$ cat config.mk
export PLATFORM = sky130hd
export DESIGN_NAME = mipi_csi_rx_raw_depacker_gearbox
export DESIGN_NICKNAME = d
export VERILOG_FILES = /design/src/rtl/mipi_csi_rx_raw_depacker_gearbox.sv
export SDC_FILE = /design/constraint.sdc
export NUM_CORES = 1
export LEC_CHECK = 0
export CAP_MARGIN = 10
export CORE_MARGIN = 2
export CORE_UTILIZATION = 38
export CTS_CLUSTER_DIAMETER = 40
export DETAILED_ROUTE_END_ITERATION = 10
export PLACE_DENSITY_LB_ADDON = 0.08
export SKIP_LAST_GASP = 1
export SLEW_MARGIN = 20
export SYNTH_ARGS = -nofsm -noshare
export SYNTH_HDL_FRONTEND = slang
export SYNTH_SLANG_ARGS = --single-unit
$ cat constraint.sdc
create_clock -name clk_i -period 5.5 [get_ports clk_i]
set_clock_uncertainty 0.2 [all_clocks]
set_input_delay 1.1 -clock clk_i [delete_from_list [all_inputs] [get_ports clk_i]]
set_output_delay 1.1 -clock clk_i [all_outputs]
set_load 0.02 [all_outputs]
$ cat src/rtl/mipi_csi_rx_raw_depacker_gearbox.sv
// rtl/mipi_csi_rx_raw_depacker_gearbox.sv - CSI-2 RAW8/10/12/14 byte-accumulating depacker; RAW14 enabled by MIPI_RAW_DEPACKER_RAW14_EN
module mipi_csi_rx_raw_depacker_gearbox #(
  parameter int LANES          = 4,
  parameter int BYTES_PER_LANE = 2
) (
  input  logic                                  clk_i,
  input  logic                                  reset_i,
  input  logic                                  data_valid_i,
  input  logic [8*LANES*BYTES_PER_LANE-1:0]     data_i,
  input  logic [2:0]                            packet_type_i,
  output logic                                  output_valid_o,
  output logic [16*LANES*BYTES_PER_LANE-1:0]    output_o,
  output logic                                  raw_line_o,
  output logic                                  truncated_o,
  output logic                                  unsupported_o
);

  localparam int B      = LANES * BYTES_PER_LANE;
  localparam int NEED8  = B;
  localparam int NEED10 = 5 * B / 4;
  localparam int NEED12 = 3 * B / 2;
`ifdef MIPI_RAW_DEPACKER_RAW14_EN
  localparam int NEED14   = 7 * B / 4;
  localparam int NEED_MAX = NEED14;
`else
  localparam int NEED_MAX = NEED12;
`endif
  // Fill never reaches NEED, so one beat on top of a partial group always fits.
  localparam int BUF_BYTES = NEED_MAX + B;
  localparam int FW        = $clog2(BUF_BYTES + 1);
  localparam int BW        = 8 * BUF_BYTES;
  localparam int GW        = 8 * NEED_MAX;
  localparam int DW        = 8 * B;
  localparam int OW        = 16 * B;

  localparam logic [2:0] T_RAW8  = 3'd2;
  localparam logic [2:0] T_RAW10 = 3'd3;
  localparam logic [2:0] T_RAW12 = 3'd4;
  localparam logic [2:0] T_RAW14 = 3'd5;

  typedef enum logic [1:0] {S_IDLE, S_ACTIVE, S_ERROR} state_t;

  state_t          state;
  logic            r_valid;
  logic [DW-1:0]   r_data;
  logic            wait_low;
  logic [2:0]      mode;
  logic            mode_ok;
  logic [FW-1:0]   need;
  logic [FW-1:0]   fill;
  logic [FW-1:0]   fill_next;
  logic [FW-1:0]   tmp;
  logic [BW-1:0]   hold;
  logic [BW-1:0]   hold_next;
  logic [BW-1:0]   cat;
  logic [GW-1:0]   grp;
  logic [OW-1:0]   pix;
  logic            accept;
  logic            emit;

  assign raw_line_o = data_valid_i | (~reset_i & (r_valid | output_valid_o));

  // Stage R: register payload; a line cut short by reset is ignored until valid drops
  always_ff @(posedge clk_i) begin
    if (reset_i) begin
      r_valid  <= 1'b0;
      r_data   <= '0;
      wait_low <= data_valid_i;
      mode     <= T_RAW8;
    end else begin
      r_valid <= data_valid_i & ~wait_low;
      r_data  <= data_i;
      if (!data_valid_i) begin
        wait_low <= 1'b0;
      end
      if (data_valid_i && !r_valid && !wait_low) begin
        mode <= packet_type_i;
      end
    end
  end

  // Decode the latched mode into support flag and group size in bytes
  always_comb begin
    mode_ok = 1'b0;
    need    = FW'(NEED8);
    case (mode)
      T_RAW8: begin
        mode_ok = 1'b1;
        need    = FW'(NEED8);
      end
      T_RAW10: begin
        mode_ok = 1'b1;
        need    = FW'(NEED10);
      end
      T_RAW12: begin
        mode_ok = 1'b1;
        need    = FW'(NEED12);
      end
`ifdef MIPI_RAW_DEPACKER_RAW14_EN
      T_RAW14: begin
        mode_ok = 1'b1;
        need    = FW'(NEED14);
      end
`endif
      default: begin
        mode_ok = 1'b0;
        need    = FW'(NEED8);
      end
    endcase
  end

  // Gearbox: append the R beat above buffered bytes and peel off one group when enough are present
  always_comb begin
    accept    = r_valid & ((state == S_ACTIVE) | ((state == S_IDLE) & mode_ok));
    cat       = hold | (accept ? ({{(BW-DW){1'b0}}, r_data} << {fill, 3'b000}) : '0);
    tmp       = fill + (accept ? FW'(B) : '0);
    emit      = accept & (tmp >= need);
    grp       = cat[GW-1:0];
    hold_next = cat;
    fill_next = tmp;
    if (emit) begin
      hold_next = cat >> {need, 3'b000};
      fill_next = tmp - need;
    end
  end

  // Unpack the lowest group bytes into MSB-aligned 16-bit pixels
  always_comb begin
    pix = '0;
    case (mode)
      T_RAW8: begin
        for (int k = 0; k < B; k++) begin
          pix[16*k +: 16] = {grp[8*k +: 8], 8'h00};
        end
      end
      T_RAW10: begin
        for (int u = 0; u < B/4; u++) begin
          for (int k = 0; k < 4; k++) begin
            pix[16*(4*u+k) +: 16] = {grp[8*(5*u+k) +: 8], grp[8*(5*u+4)+2*k +: 2], 6'b000000};
          end
        end
      end
      T_RAW12: begin
        for (int v = 0; v < B/2; v++) begin
          pix[16*(2*v)   +: 16] = {grp[8*(3*v)   +: 8], grp[8*(3*v+2)   +: 4], 4'b0000};
          pix[16*(2*v+1) +: 16] = {grp[8*(3*v+1) +: 8], grp[8*(3*v+2)+4 +: 4], 4'b0000};
        end
      end
`ifdef MIPI_RAW_DEPACKER_RAW14_EN
      T_RAW14: begin
        for (int u = 0; u < B/4; u++) begin
          pix[16*(4*u)   +: 16] = {grp[8*(7*u)   +: 8], grp[8*(7*u+4) +: 6], 2'b00};
          pix[16*(4*u+1) +: 16] = {grp[8*(7*u+1) +: 8], grp[8*(7*u+5) +: 4],
                                   grp[8*(7*u+4)+6 +: 2], 2'b00};
          pix[16*(4*u+2) +: 16] = {grp[8*(7*u+2) +: 8], grp[8*(7*u+6) +: 2],
                                   grp[8*(7*u+5)+4 +: 4], 2'b00};
          pix[16*(4*u+3) +: 16] = {grp[8*(7*u+3) +: 8], grp[8*(7*u+6)+2 +: 6], 2'b00};
        end
      end
`endif
      default: pix = '0;
    endcase
  end

  // Line FSM with registered outputs, buffer update and end-of-line cleanup
  always_ff @(posedge clk_i) begin
    if (reset_i) begin
      state          <= S_IDLE;
      fill           <= '0;
      hold           <= '0;
      output_valid_o <= 1'b0;
      output_o       <= '0;
      truncated_o    <= 1'b0;
      unsupported_o  <= 1'b0;
    end else begin
      output_valid_o <= 1'b0;
      truncated_o    <= 1'b0;
      case (state)
        S_IDLE: begin
          if (r_valid) begin
            if (mode_ok) begin
              state         <= S_ACTIVE;
              unsupported_o <= 1'b0;
            end else begin
              state         <= S_ERROR;
              unsupported_o <= 1'b1;
            end
          end
        end
        S_ACTIVE: begin
          if (!r_valid) begin
            state       <= S_IDLE;
            truncated_o <= (fill != '0);
          end
        end
        S_ERROR: begin
          if (!r_valid) begin
            state <= S_IDLE;
          end
        end
        default: state <= S_IDLE;
      endcase
      if (accept) begin
        fill <= fill_next;
        hold <= hold_next;
        if (emit) begin
          output_valid_o <= 1'b1;
          output_o       <= pix;
        end
      end else if (!r_valid) begin
        fill <= '0;
        hold <= '0;
      end
    end
  end

endmodule

==> out/summary.txt, run 1 <==
Status -> completed
Rows -> 78
CORE AREA -> 45100 um2
Largest cells by area after synthesis -> dfxtp_1 (39%), nor2_1 (6.3%), a21oi_1 (5.8%)
Remaining routing DRC violations -> 0
Max-cap violations -> 0
Largest area contributor in the netlist -> dfxtp_1
Die Y -> 217 um
NetSw -> 1.92 mW
Layout cells sized above 1 -> 10.2%
Crit start category -> flip-flop
Placed cell area -> 19400 um2
Setup Viol. Count Final -> 0
Seq/Total Area, Yosys -> 38.8%
WL final -> 80.7 mm
Final std cells w/o fill -> 2866
Clk sinks -> 334
Largest net degree at the start of global routing -> 90
Clk pwr share -> 55.8%
Antenna Nets Post-Route -> 0
Max Root-Sink Buffers -> 3
Worst EP required -> 5.79 ns
Skew-Pair Late Insertion Delay -> 0.63 ns
First-pass GRT wire length -> 116 mm
Initial antenna violation count -> 3
Fin. max-slew vios -> 0
R2r setup slk -> 1.40 ns
Design Area, Final -> 21500 um2
Max H-tree Level -> 2
Yosys reg bits -> 334
Die ar. -> 47100 um2
Most frequent cells in the layout -> dfxtp_1 (331), nor2_1 (287), a21oi_1 (201)
Mapped Area -> 17200 um2
Peak VDD IR -> 0.245 mV
CTS buffer count -> 61
NumNets Final -> 2290
Part of the power in registers -> 35.6%
Port bufs -> 169
HP Class -> flip-flop to flip-flop
Post-DP HPWL -> 55.9 mm
Comb power frac -> 8.6%
Synthesized instance count -> 2109
R2R Path End -> hold[88]
Crit Reg-Reg Startpoint -> mode[0]
PD cells -> 328 nW/um2
Post_cts resized -> 0
Starting DRT DRC Count -> 1802
Layout area overhead -> 24.9%
Routability cong. -> 0.973
Crit Path Max Fanout -> 76
Most common cell after layout, fill and taps aside -> dfxtp_1
Pint -> 5.15 mW
Hold_sp -> output_o[127]
Post-synth EDFFs -> 1
Crit path to -> hold[88]
Mean post-synth cell area -> 8.18 um2
Fin crit period -> 4.10 ns
Routed WL per cell -> 28.1 um
Highest Clock Rate -> 244 MHz
RSZ-0062 raised after global routing -> false
Fill cell total of the finished layout -> 4428
IO Count -> 202
Final worst slack -> 1.40 ns
Die Wd -> 217 um
Hold Buf Count CTS -> 0
Crit path DAT -> 4.39 ns
CTS tree -> yes
CTS Root Cell -> clkbuf_16
Worst relative slew slack -> 31.1%
Vias -> 18000
Total global routing overflow -> 0
WS Path Type -> flip-flop to flip-flop
Top-area cell type share of the netlist area -> 38.7%
Fraction of registers with async set/reset -> 0%
Area of the multi-input gates -> 9610 um2
Worst slew pin tran -> 1.03 ns
DRT Pass-1 Iters -> 8
Placed cells -> 2751
YS warnings -> 0
Main flop type after synthesis -> dfxtp_1
Switching Share -> 27.2%
Register area -> 6700 um2
Hold_ws -> 0.249 ns
Initial Util -> 38.2%
Leak -> 7.70 nW
Setup TNS -> 0 ns
Part of the cycle the worst path needs -> 74.6%
GRT Overall Usage -> 33.5%
Number of library cell types mapped by synthesis -> 76
Critical path endpoint category -> flip-flop
Vias in the first global route -> 16800
Reg clk slew, reported paths -> 0.06 ns
Via density -> 6.27
Reg2Reg Depth -> 13
Final Hold Vio Count -> 0
Worst Setup SP -> mode[0]
DP Worst Slack -> 1.50 ns
Post-CTS Setup Inserts -> 0
## worst max-delay path, stage by stage (launching register included)
cell and delay (ns):
dfxtp_1 0.63, nand3b_1 0.19, inv_2 0.10, ha_1 0.16, inv_1 0.06, fa_1 0.43
a21oi_1 0.18, o21ai_1 0.25, nand2_2 0.17, buf_4 0.73, nor2_1 0.23, buf_4 0.23
a222oi_1 0.30, nor2_1 0.07
## power groups by stage
stage	Combinational [mW]	Clock, mW	Sequential (mW)
detailed placement	0.587	0	2.56
CTS	0.591	3.98	2.51
global placement	0.588	0	2.56
global route	0.636	4.09	2.52
floorplan	0.359	0	2.54
finish	0.607	3.95	2.51
## flip-flops by register name, indices dropped and copies added, names as in the netlist
signal and flops:
fill 4, hold 160, mode 3, output_o 96, output_valid_o 1, r_data 64, r_valid 1, state 2
truncated_o 1, unsupported_o 1, wait_low 1
## Yosys cell counts, types with 4 or more instances
| master | instances |
|---|---|
| dfxtp_1 | 333 |
| nor2_1 | 290 |
| a21oi_1 | 201 |
| o21ai_0 | 154 |
| clkbuf_1 | 128 |
| o22ai_1 | 125 |
| a22oi_1 | 79 |
| mux2i_1 | 79 |
| nand2_1 | 75 |
| nor2b_1 | 75 |
| buf_2 | 48 |
| a21o_1 | 46 |
| buf_4 | 33 |
| a2bb2oi_1 | 30 |
| o221ai_1 | 29 |
| nor3_1 | 26 |
| inv_1 | 24 |
| a22o_1 | 23 |
| nand3b_1 | 22 |
| nand2b_1 | 19 |
| a211oi_1 | 18 |
| o21bai_1 | 18 |
| buf_1 | 16 |
| o32ai_1 | 16 |
| a221oi_1 | 11 |
| and3b_1 | 11 |
| o221a_2 | 11 |
| o2bb2ai_1 | 11 |
| a221o_1 | 10 |
| o211ai_1 | 10 |
| nand3_1 | 9 |
| a32oi_1 | 8 |
| mux2_2 | 8 |
| a222oi_1 | 7 |
| o22a_1 | 7 |
| or2_2 | 7 |
| a31oi_1 | 6 |
| o21a_1 | 6 |
| and2_1 | 5 |
| ha_1 | 5 |
| nor3b_1 | 5 |
| o21ai_1 | 5 |
| a2111oi_0 | 4 |
| a21boi_0 | 4 |
## metal layers
metal  track usage (%)  share of wire, %
met1              41.3                39
met4              21.6               7.0
met3              7.07               8.8
met5                 0             0.031
met2              53.0                45
## how the worst min path moves through the flow
stage,end,slack (ns),cells after the start
4_1_cts,output_o[127],0.25,2
3_3_place_gp,r_valid,0.24,1
6_report,output_o[127],0.25,2
5_1_grt,output_o[77],0.27,2
2_1_floorplan,r_valid,0.21,1
3_5_place_dp,output_o[127],0.24,2
## area by class of cell
cell class	instances	share of cell area, %
diodes	1	0.0116
well taps	600	3.48
repair buffers	236	10.3
flip-flops and latches	334	31.1
clock buffers	73	7.67
clock inverters	41	2.33
inverters	29	0.505
multi-input cells	1552	44.6
## cell families after synthesis
kind of cell	synth area share (%)
adders and majority gates	0.479
AOI/OAI and AO/OA	33.5
other	0.0217
DFF	38.8
xor gates and xnor gates	0.0508
muxes	5.11
buffers and inverters	6.60
and+or+nand+nor	15.4
## through the flow
stage | utilization (%) | total power [mW]
floorplan | - | 2.90
global placement | 43.0 | 3.15
detailed placement | 43.0 | 3.15
CTS | 47.8 | 7.08
global route | 47.8 | 7.24
finish | 47.8 | 7.07
Note: power is estimated with default switching activity, not from simulation.
==> run 2, diff against run 1 <==
Clock period 5.5 ns to 4.2 ns, I/O delays scaled along.
==> run 2 against run 1 <==
Global-route usage rose by 0.65 points. Count of clock-buffer cells in the layout rose by 11. Die area unchanged. Sequential cell count is the same. Largest power group unchanged. Design area increased by 2.2%. Cell count up 1.6%. Critical endpoint is now hold[93].
==> out/summary.txt, run 2 (synthesized netlist as in run 1, its figures left out) <==
Max Root-Sink Buffers -> 3 (unchanged)
Clk sinks -> 334 (unchanged)
Fin. max-slew vios -> 0 (unchanged)
Crit Path Max Fanout -> 36 (-53%)
Vias in the first global route -> 17400 (+3.9%)
Post-DP HPWL -> 57.0 mm (+2.1%)
Die Y -> 217 um (unchanged)
Max reg flops -> 160 (unchanged)
PD cells -> 432 nW/um2 (+32%)
Hold Buf Count CTS -> 0 (unchanged)
NumNets Final -> 2340 (+2.2%)
Port bufs -> 169 (unchanged)
Skew-Pair Late Insertion Delay -> 0.59 ns (-0.04 ns)
Slowest CP cell -> buf_4
Top Family by Delay on Critical Path -> compound AO/OA/AOI/OAI gates
Total global routing overflow -> 0 (unchanged)
Max H-tree Level -> 3 (+1)
Setup TNS -> 0 ns (unchanged)
Routed WL per cell -> 28.1 um (about the same)
Worst slew pin tran -> 1.21 ns (+0.177 ns)
Final worst slack -> 0.543 ns (-0.855 ns)
First-pass GRT wire length -> 119 mm (+2.0%)
Via density -> 6.29 (+0.29%)
Final Hold Vio Count -> 0 (unchanged)
Worst EP required -> 4.41 ns (-1.38 ns)
Peak VDD IR -> 0.261 mV (+6.5%)
DRT Pass-1 Iters -> 9 (+1)
R2R Path End -> hold[93]
Post_cts resized -> 0 (unchanged)
WS Path Type -> flip-flop to flip-flop
Vias -> 18300 (+1.9%)
Die Wd -> 217 um (unchanged)
Most frequent cells in the layout -> dfxtp_1 (331), nor2_1 (287), a21oi_1 (201)
CTS tree -> yes
Critical path endpoint category -> flip-flop
Design Area, Final -> 22000 um2 (+2.2%)
Crit path DAT -> 3.87 ns (-0.52 ns)
Remaining routing DRC violations -> 0 (unchanged)
Crit start category -> flip-flop
Fin crit period -> 3.66 ns (-0.445 ns)
Leak -> 7.99 nW (+3.8%)
Crit Reg-Reg Startpoint -> state[0]
RSZ-0062 raised after global routing -> false
Max-cap violations -> 0 (unchanged)
Rows -> 78 (unchanged)
Max incr delay on CP -> 0.42 ns (-0.31 ns)
HP Class -> flip-flop to flip-flop
CTS buffer count -> 66 (+8.2%)
WP buf/inv -> 4 (unchanged)
Status -> completed
Part of the cycle the worst path needs -> 87.1% (+12 points)
Most common cell after layout, fill and taps aside -> dfxtp_1
CTS Root Cell -> clkbuf_16
Setup Viol. Count Final -> 0 (unchanged)
Reg2Reg Depth -> 14 (+1)
DP Worst Slack -> 0.725 ns (-0.771 ns)
Layout cells sized above 1 -> 11.7% (+1.5 points)
GRT Overall Usage -> 34.1% (+0.65 points)
Overall Power -> 9.50 mW (+34%)
Top flop regs -> hold: 160 flops, output_o: 96 flops, r_data: 64 flops
WL final -> 81.9 mm (+1.6%)
Initial Util -> 38.2% (unchanged)
Antenna Nets Post-Route -> 0 (unchanged)
Initial antenna violation count -> 2 (-1)
Final core occ -> 48.8% (+1.0 points)
Hold EP -> r_valid
Starting DRT DRC Count -> 1927 (+6.9%)
WHS Path Cells -> 1 (-1)
Worst path cell trace -> inv_1 -> ha_1 -> o21a_1 -> o31ai_2 -> inv_2 -> ha_1 -> xnor2_1 -> o21ai_1 -> nand2_2 -> buf_4 -> nor2_1 -> buf_4 -> a222oi_1 -> nor2_1
Placed cell area -> 19800 um2 (+1.9%)
Reg clk slew, reported paths -> 0.05 ns (about the same)
Highest Clock Rate -> 273 MHz (+12%)
Layout area overhead -> 27.7%
Biggest register -> hold
Worst relative slew slack -> 19.1% (-12 points)
Die ar. -> 47100 um2 (unchanged)
R2r setup slk -> 0.54 ns (-0.86 ns)
IO Count -> 202 (unchanged)
Routability cong. -> 0.943 (-3.1%)
CORE AREA -> 45100 um2 (unchanged)
Post-CTS Setup Inserts -> 0 (unchanged)
Largest net degree at the start of global routing -> 81 (-10%)
Hold_sp -> wait_low
==> run 2: metrics by stage <==
step,instances,hold slack (ns)
CTS,2911,0.242
floorplan,2140,0.211
finish,2913,0.241
global placement,2796,0.226
global route,2911,0.267
detailed placement,2796,0.235
==> run 2: layout make-up <==
type                       count  area (um2)
sequential                   334        6700
multi-input combinational   1552        9580
timing repair buffer         281        2610
clock inverter                31         389
clock buffer                  84        1870
inverter                      29         109
antenna                        2        5.00
tap                          600         751
fill                        4431       23100
==> run 2: power by group <==
part | internal, mW | total (mW) | switching [mW]
Clock | 3.53 | 5.38 | 1.85
Combinational | 0.259 | 0.824 | 0.565
Sequential | 3.23 | 3.29 | 0.0621
Total | 7.02 | 9.50 | 2.48
==> run 2: per-layer routing <==
layer | share of wire [%] | track usage, % | wire (um)
met1 | 39 | 43.1 | 32200
met2 | 45 | 53.1 | 36500
met5 | 0 | 0 | 0
met3 | 9.0 | 6.14 | 7370
met4 | 7.1 | 23.2 | 5790
==> run 2: how the worst max path moves through the flow <==
stage / startpoint / endpoint / slack (ns) / cells after the start
after floorplan: mode[1] / hold[59] / 0.51 / 15
after global placement: state[1] / hold[89] / 0.75 / 13
after detailed placement: state[0] / hold[89] / 0.72 / 14
after CTS: state[0] / hold[93] / 0.67 / 14
after global routing: state[0] / hold[89] / 0.42 / 14
final: state[0] / hold[93] / 0.54 / 14
